--- src/rtl/cpu_dmem_arbiter.sv ---
// Single-port data RAM arbiter for pipe (stage 3a), fetch (1a) and debug host.
// Optional host aging/promotion above fetch is enabled by defining ARB_AGING_EN.
module cpu_dmem_arbiter #(
    parameter int ADDR_W        = 8,
    parameter int DATA_W        = 32,
    parameter int HOST_MAX_WAIT = 4,
    parameter int AGE_W         = 3
) (
    input  logic              clk,
    input  logic              rst_b,
    input  logic              kill_4a,
    input  logic              p_req,
    input  logic              p_we,
    input  logic [ADDR_W-1:0] p_addr,
    input  logic [DATA_W-1:0] p_wdata,
    output logic              p_gnt,
    output logic              p_rvalid,
    output logic [DATA_W-1:0] p_rdata,
    input  logic              f_req,
    input  logic [ADDR_W-1:0] f_addr,
    output logic              f_gnt,
    output logic              f_rvalid,
    output logic [DATA_W-1:0] f_rdata,
    input  logic              h_req,
    input  logic              h_we,
    input  logic [ADDR_W-1:0] h_addr,
    input  logic [DATA_W-1:0] h_wdata,
    output logic              h_gnt,
    output logic              h_rvalid,
    output logic [DATA_W-1:0] h_rdata,
    output logic              stall_1a,
    output logic              ram_en,
    output logic              ram_we,
    output logic [ADDR_W-1:0] ram_addr,
    output logic [DATA_W-1:0] ram_wdata,
    input  logic [DATA_W-1:0] ram_rdata
);

    typedef enum logic [1:0] {
        OWN_NONE = 2'd0,
        OWN_P    = 2'd1,
        OWN_F    = 2'd2,
        OWN_H    = 2'd3
    } owner_t;

    owner_t owner_r;
    owner_t owner_nxt_s;
    logic   pe_s;
    logic   promote_s;
    logic   p_gnt_s;
    logic   f_gnt_s;
    logic   h_gnt_s;

    if (HOST_MAX_WAIT > (2 ** AGE_W) - 1) begin : g_age_w_check
        $error("AGE_W cannot hold HOST_MAX_WAIT");
    end

    // A killed pipe request never reaches the RAM; an earlier granted read still returns.
    assign pe_s = p_req & ~kill_4a;

`ifdef ARB_AGING_EN
    localparam logic [AGE_W-1:0] AGE_MAX   = {AGE_W{1'b1}};
    localparam logic [AGE_W-1:0] AGE_LIMIT = AGE_W'(HOST_MAX_WAIT);
    localparam logic [AGE_W-1:0] AGE_ONE   = AGE_W'(1);

    logic [AGE_W-1:0] age_r;
    logic [AGE_W-1:0] age_nxt_s;

    assign promote_s = (age_r >= AGE_LIMIT);

    // Count consecutive host denials, saturating; any grant or idle cycle clears.
    always_comb begin
        age_nxt_s = age_r;
        if (h_req && !h_gnt_s) begin
            if (age_r != AGE_MAX) begin
                age_nxt_s = age_r + AGE_ONE;
            end else begin
                age_nxt_s = age_r;
            end
        end else begin
            age_nxt_s = {AGE_W{1'b0}};
        end
    end

    // Host age register.
    always_ff @(posedge clk or negedge rst_b) begin
        if (!rst_b) begin
            age_r <= {AGE_W{1'b0}};
        end else begin
            age_r <= age_nxt_s;
        end
    end
`else
    assign promote_s = 1'b0;
`endif

    // Fixed priority pe > fetch > host; a promoted host moves ahead of fetch only.
    always_comb begin
        p_gnt_s = 1'b0;
        f_gnt_s = 1'b0;
        h_gnt_s = 1'b0;
        if (pe_s) begin
            p_gnt_s = 1'b1;
        end else if (h_req && promote_s) begin
            h_gnt_s = 1'b1;
        end else if (f_req) begin
            f_gnt_s = 1'b1;
        end else if (h_req) begin
            h_gnt_s = 1'b1;
        end else begin
            p_gnt_s = 1'b0;
        end
    end

    // RAM port driven from the single winner in the same cycle.
    always_comb begin
        ram_en    = 1'b0;
        ram_we    = 1'b0;
        ram_addr  = {ADDR_W{1'b0}};
        ram_wdata = {DATA_W{1'b0}};
        if (p_gnt_s) begin
            ram_en    = 1'b1;
            ram_we    = p_we;
            ram_addr  = p_addr;
            ram_wdata = p_wdata;
        end else if (f_gnt_s) begin
            ram_en    = 1'b1;
            ram_we    = 1'b0;
            ram_addr  = f_addr;
            ram_wdata = {DATA_W{1'b0}};
        end else if (h_gnt_s) begin
            ram_en    = 1'b1;
            ram_we    = h_we;
            ram_addr  = h_addr;
            ram_wdata = h_wdata;
        end else begin
            ram_en    = 1'b0;
        end
    end

    // Next read owner: only granted reads return data on the following cycle.
    always_comb begin
        owner_nxt_s = OWN_NONE;
        if (p_gnt_s && !p_we) begin
            owner_nxt_s = OWN_P;
        end else if (f_gnt_s) begin
            owner_nxt_s = OWN_F;
        end else if (h_gnt_s && !h_we) begin
            owner_nxt_s = OWN_H;
        end else begin
            owner_nxt_s = OWN_NONE;
        end
    end

    // Read owner register; reset drops any outstanding read.
    always_ff @(posedge clk or negedge rst_b) begin
        if (!rst_b) begin
            owner_r <= OWN_NONE;
        end else begin
            owner_r <= owner_nxt_s;
        end
    end

    assign p_gnt    = p_gnt_s;
    assign f_gnt    = f_gnt_s;
    assign h_gnt    = h_gnt_s;
    assign stall_1a = f_req & ~f_gnt_s;

    assign p_rvalid = (owner_r == OWN_P);
    assign f_rvalid = (owner_r == OWN_F);
    assign h_rvalid = (owner_r == OWN_H);
    assign p_rdata  = ram_rdata;
    assign f_rdata  = ram_rdata;
    assign h_rdata  = ram_rdata;

endmodule

--- config.mk ---
export PLATFORM = sky130hd
export DESIGN_NAME = cpu_dmem_arbiter
export DESIGN_NICKNAME = d
export VERILOG_FILES = /design/src/rtl/cpu_dmem_arbiter.sv
export SDC_FILE = /design/constraint.sdc
export NUM_CORES = 1
export LEC_CHECK = 0
export BUFFER_PORTS_ARGS = -buffer_cell sky130_fd_sc_hd__buf_2
export CORE_AREA = 2 2 106 108
export CTS_CLUSTER_SIZE = 12
export DETAILED_ROUTE_END_ITERATION = 8
export DIE_AREA = 0 0 108 110
export GPL_TIMING_DRIVEN = 0
export PLACE_DENSITY = 0.46
export SETUP_SLACK_MARGIN = 0.3
export SYNTH_ARGS = -nofsm -noshare
export SYNTH_HDL_FRONTEND = slang
export SYNTH_SLANG_ARGS = --single-unit
--- constraint.sdc ---
create_clock -name clk -period 1.1 [get_ports clk]
set_input_delay 0.22 -clock clk [delete_from_list [all_inputs] [get_ports clk]]
set_output_delay 0.22 -clock clk [all_outputs]
set_load 0.02 [all_outputs]
==> Flow_metrics.wiki <==
{| class="wikitable"
! Metric !! Value
|-
| Pin slew with the least headroom to its limit || 0.174 ns
|-
| Largest registers || owner_r x2
|-
| Combinational Power Share || 82.4%
|-
| Minimum clock period || 1.39 ns
|-
| Cell area after layout || 3570 sq um
|-
| Count of unique library cells instantiated by Yosys || 17
|-
| NetSw || 0.000881 W
|-
| Longest individual stage delay on the worst path || 0.21 ns
|-
| Worst setup timing slack at the placement stage || -0.353 ns
|-
| Number of CTS-inserted buffers || 3
|-
| Post-synthesis sequential area ratio || 3.53%
|-
| Cell count after placement || 565
|-
| Flip-flop count of the largest register after layout || 2
|-
| Initial antenna violation count || 0
|-
| Slowest cell on crit path || sky130_fd_sc_hd__a22o_4
|-
| Total track usage || 10.3%
|-
| Pwr per Cell Area || 593 nW/um^2
|-
| Post-Synthesis Mean Instance Area || 7.61 sq um
|-
| Post-route fraction of the period consumed by the critical path || 126%
|-
| Boundary Pins || 273
|-
| Number of hold violations in the final report || 0
|-
| Count of input and output buffers || 239
|-
| Antenna diodes || 0
|-
| Cell Count, Final, Fillers Out || 575
|-
| Initial DRT Pass Iterations || 4
|-
| Internal power component || 0.00124 W
|-
| Cell area after technology mapping || 1420 sq um
|-
| Count of filler cells inserted in the layout || 1,172
|-
| Arrival time reported for the critical path endpoint || 1.17 ns
|-
| DR iter-0 viols || 28
|-
| Fraction of final layout cells sized beyond drive strength 1 || 93.1%
|-
| Total leakage power || 2.05 nW
|-
| Clk pin slew, worst setup/hold paths || 0.03 ns
|-
| Peak VDD IR || 0.447 mV
|-
| Post-synthesis net count || 314
|-
| Ratio of routed vias to standard cells || 3.72
|-
| Count of synthesis-stage warnings from yosys || 0
|-
| Area grow syn2layout || 152%
|-
| Clock tree sinks || 2
|-
| Die Width || 108 microns
|-
| Multi-input combinational cell area || 873 sq um
|-
| Row count || 38
|-
| Total number of nets in the final design || 565
|-
| Final-layout worst hold slack || 0.224 ns
|-
| Sequential cell area in the final layout || 50.0 sq um
|-
| Number of pins with negative max-slew slack in the final report || 0
|-
| Run status || finished with violations
|-
| H-tree lvl count || 1
|-
| Part of the power in registers || 4.1%
|-
| Maxcap violations || 0
|-
| Sw Share || 41.6%
|-
| Violated checks || setup timing
|-
| First-pass GRT wire length || 9770 microns
|-
| Cells along the critical path || buf_6 > nand2b_4 > nand3b_4 > inv_8 > buf_12 > a22o_4 > buf_4
|-
| Total chip power || 0.00212 W
|-
| Critical path endpoint category || primary output
|-
| Global placer's final weighted congestion || 0.753
|-
| Clock network fraction of design power || 13.5%
|-
| Worst setup startpoint || kill_4a
|-
| Worst min-delay path category || in2reg
|-
| Die outline height || 110 microns
|-
| Post-detail-place hpwl || 6150 microns
|-
| Overflow after GRT || 0
|-
| Residual DRC count || 0
|-
| Gate count after technology mapping || 186
|-
| Initial Utilization || 13.2%
|-
| Cell chosen for the clock root || sky130_fd_sc_hd__clkbuf_8
|-
| Setup repair after global routing missed its margin || true
|-
| Dpl cell area || 3130 sq um
|-
| Clock Path Buffers || 2
|-
| Maximum number of pins on one net before global-route repair || 11
|-
| Placeable core region || 10,700 sq um
|-
| Number of global-route vias before repair || 2,048
|-
| Count of vias placed by the detailed router || 2,140
|-
| Routed WL per cell || 12.4 microns
|-
| Critical Path Start Type || input port
|-
| Required time reported for the critical path endpoint || 0.88 ns
|-
| CP endpoint || ram_wdata[5]
|-
| Setup-failing EPs final || 49
|-
| Count of nets left with antenna violations after detail routing || 0
|-
| Normalized max-slew margin || 88.4%
|-
| Final worst setup slack || -0.286 ns
|-
| Seq cells post-synth || 2
|-
| Largest register by flop count || owner_r
|-
| Floorplan die area || 11,900 sq um
|-
| TritonCTS clock tree || done
|-
| Largest fanout of any net on the critical path || 10
|-
| Fmax || 721 MHz
|-
| Final wirelength || 7130 microns
|-
| Number of cells on the worst hold path || 2
|-
| Category of the critical setup timing path || in2out
|}
==> synthesized netlist by cell type <==
library cell               number  area, sq um
sky130_fd_sc_hd__nand3b_4       1         20.0
sky130_fd_sc_hd__inv_2          1         3.75
sky130_fd_sc_hd__inv_4          1         6.26
sky130_fd_sc_hd__nand3b_1       8         60.1
sky130_fd_sc_hd__and2_1         3         18.8
sky130_fd_sc_hd__o21bai_1       1         7.51
sky130_fd_sc_hd__a22o_1        33          289
sky130_fd_sc_hd__o22ai_1        1         6.26
sky130_fd_sc_hd__or3_1          1         6.26
sky130_fd_sc_hd__nor2_1         8         30.0
sky130_fd_sc_hd__buf_2          4         20.0
sky130_fd_sc_hd__dfrtp_1        2         50.1
sky130_fd_sc_hd__nand2b_4       1         13.8
sky130_fd_sc_hd__a21oi_1       16         80.1
sky130_fd_sc_hd__buf_4         98          736
sky130_fd_sc_hd__buf_6          5         56.3
sky130_fd_sc_hd__nor2b_1        2         12.5
==> cell families (layout without fill, tap and decap cells) <==
| family | count (synthesis) | after routing | share of synthesized area, % |
|---|---|---|---|
| AO/OA/AOI/OAI | 51 | 51 | 27.0 |
| buffers and inverters | 109 | 358 | 58.0 |
| flip-flops | 2 | 2 | 3.53 |
| AND/OR/NAND/NOR | 24 | 24 | 11.4 |
==> worst min path at each step <==
stage | startpoint | to | slack (ns)
after detailed placement | rst_b | owner_r[1]$_DFF_PN0_ | 0.006
after floorplan | rst_b | owner_r[0]$_DFF_PN0_ | -0.08
after global routing | h_we | owner_r[0]$_DFF_PN0_ | 0.23
after CTS | h_we | owner_r[0]$_DFF_PN0_ | 0.21
after global placement | rst_b | owner_r[0]$_DFF_PN0_ | 0.006
final | h_we | owner_r[0]$_DFF_PN0_ | 0.22
==> final cells by class <==
| type | instances | share of cell area, % |
|---|---|---|
| clock buffer | 3 | 1.16 |
| buffer | 107 | 24.6 |
| multi-input combinational | 75 | 24.5 |
| sequential | 2 | 1.40 |
| tap | 140 | 4.91 |
| timing repair buffer | 246 | 42.9 |
| inverter | 2 | 0.561 |
==> power by group through the flow <==
stage               clock [W]  sequential (W)  combinational (W)
finish               0.000287       0.0000867            0.00174
global route         0.000310       0.0000879            0.00185
CTS                  0.000299       0.0000859            0.00173
detailed placement          0       0.0000866            0.00156
global placement            0       0.0000862            0.00155
floorplan                   0       0.0000858            0.00104
==> cell usage in the layout, fill, tap and decap left out, types with 3 or more instances in the layout <==
cell type and n:
sky130_fd_sc_hd__a22o_4 29, sky130_fd_sc_hd__a21oi_1 7, sky130_fd_sc_hd__nor2_1 6, sky130_fd_sc_hd__and2_4 3, sky130_fd_sc_hd__buf_6 35, sky130_fd_sc_hd__nand3b_1 8, sky130_fd_sc_hd__buf_8 6, sky130_fd_sc_hd__a21oi_2 8
sky130_fd_sc_hd__buf_4 113, sky130_fd_sc_hd__buf_2 194, sky130_fd_sc_hd__clkbuf_8 3, sky130_fd_sc_hd__a22o_1 4
==> per-stage QoR <==
stage               utilization, %  TNS (ns)
finish                        33.4    -10.74
global route                  33.4    -12.86
CTS                           32.8    -11.31
detailed placement            29.3    -13.00
global placement              29.3    -12.84
floorplan                        -    -0.983
==> what timing repair did <==
item                                   CTS  global route
setup endpoints to repair               50            51
pin swaps                                3             0
hold buffers                             1             0
buffers inserted                         4             0
endpoints found under the hold margin    2             0
resized for setup                       76            21
cloned                                   2             0
==> critical path: cells and delay by family <==
| kind | cells | cell delay, ns |
|---|---|---|
| buf+inv | 4 | 0.45 |
| simple gates | 2 | 0.29 |
| compound gates | 1 | 0.21 |
==> per-layer routing <==
metal	track usage (%)	part of all wire [%]	up-vias	wire length, microns
met5	0	0	-	0
li1	-	-	1053	-
met3	1.65	7.5	0	538
met1	12.0	36	979	2580
met2	20.3	56	108	4010
met4	1.01	0	0	0
Note: power is estimated with default switching activity, not from simulation.
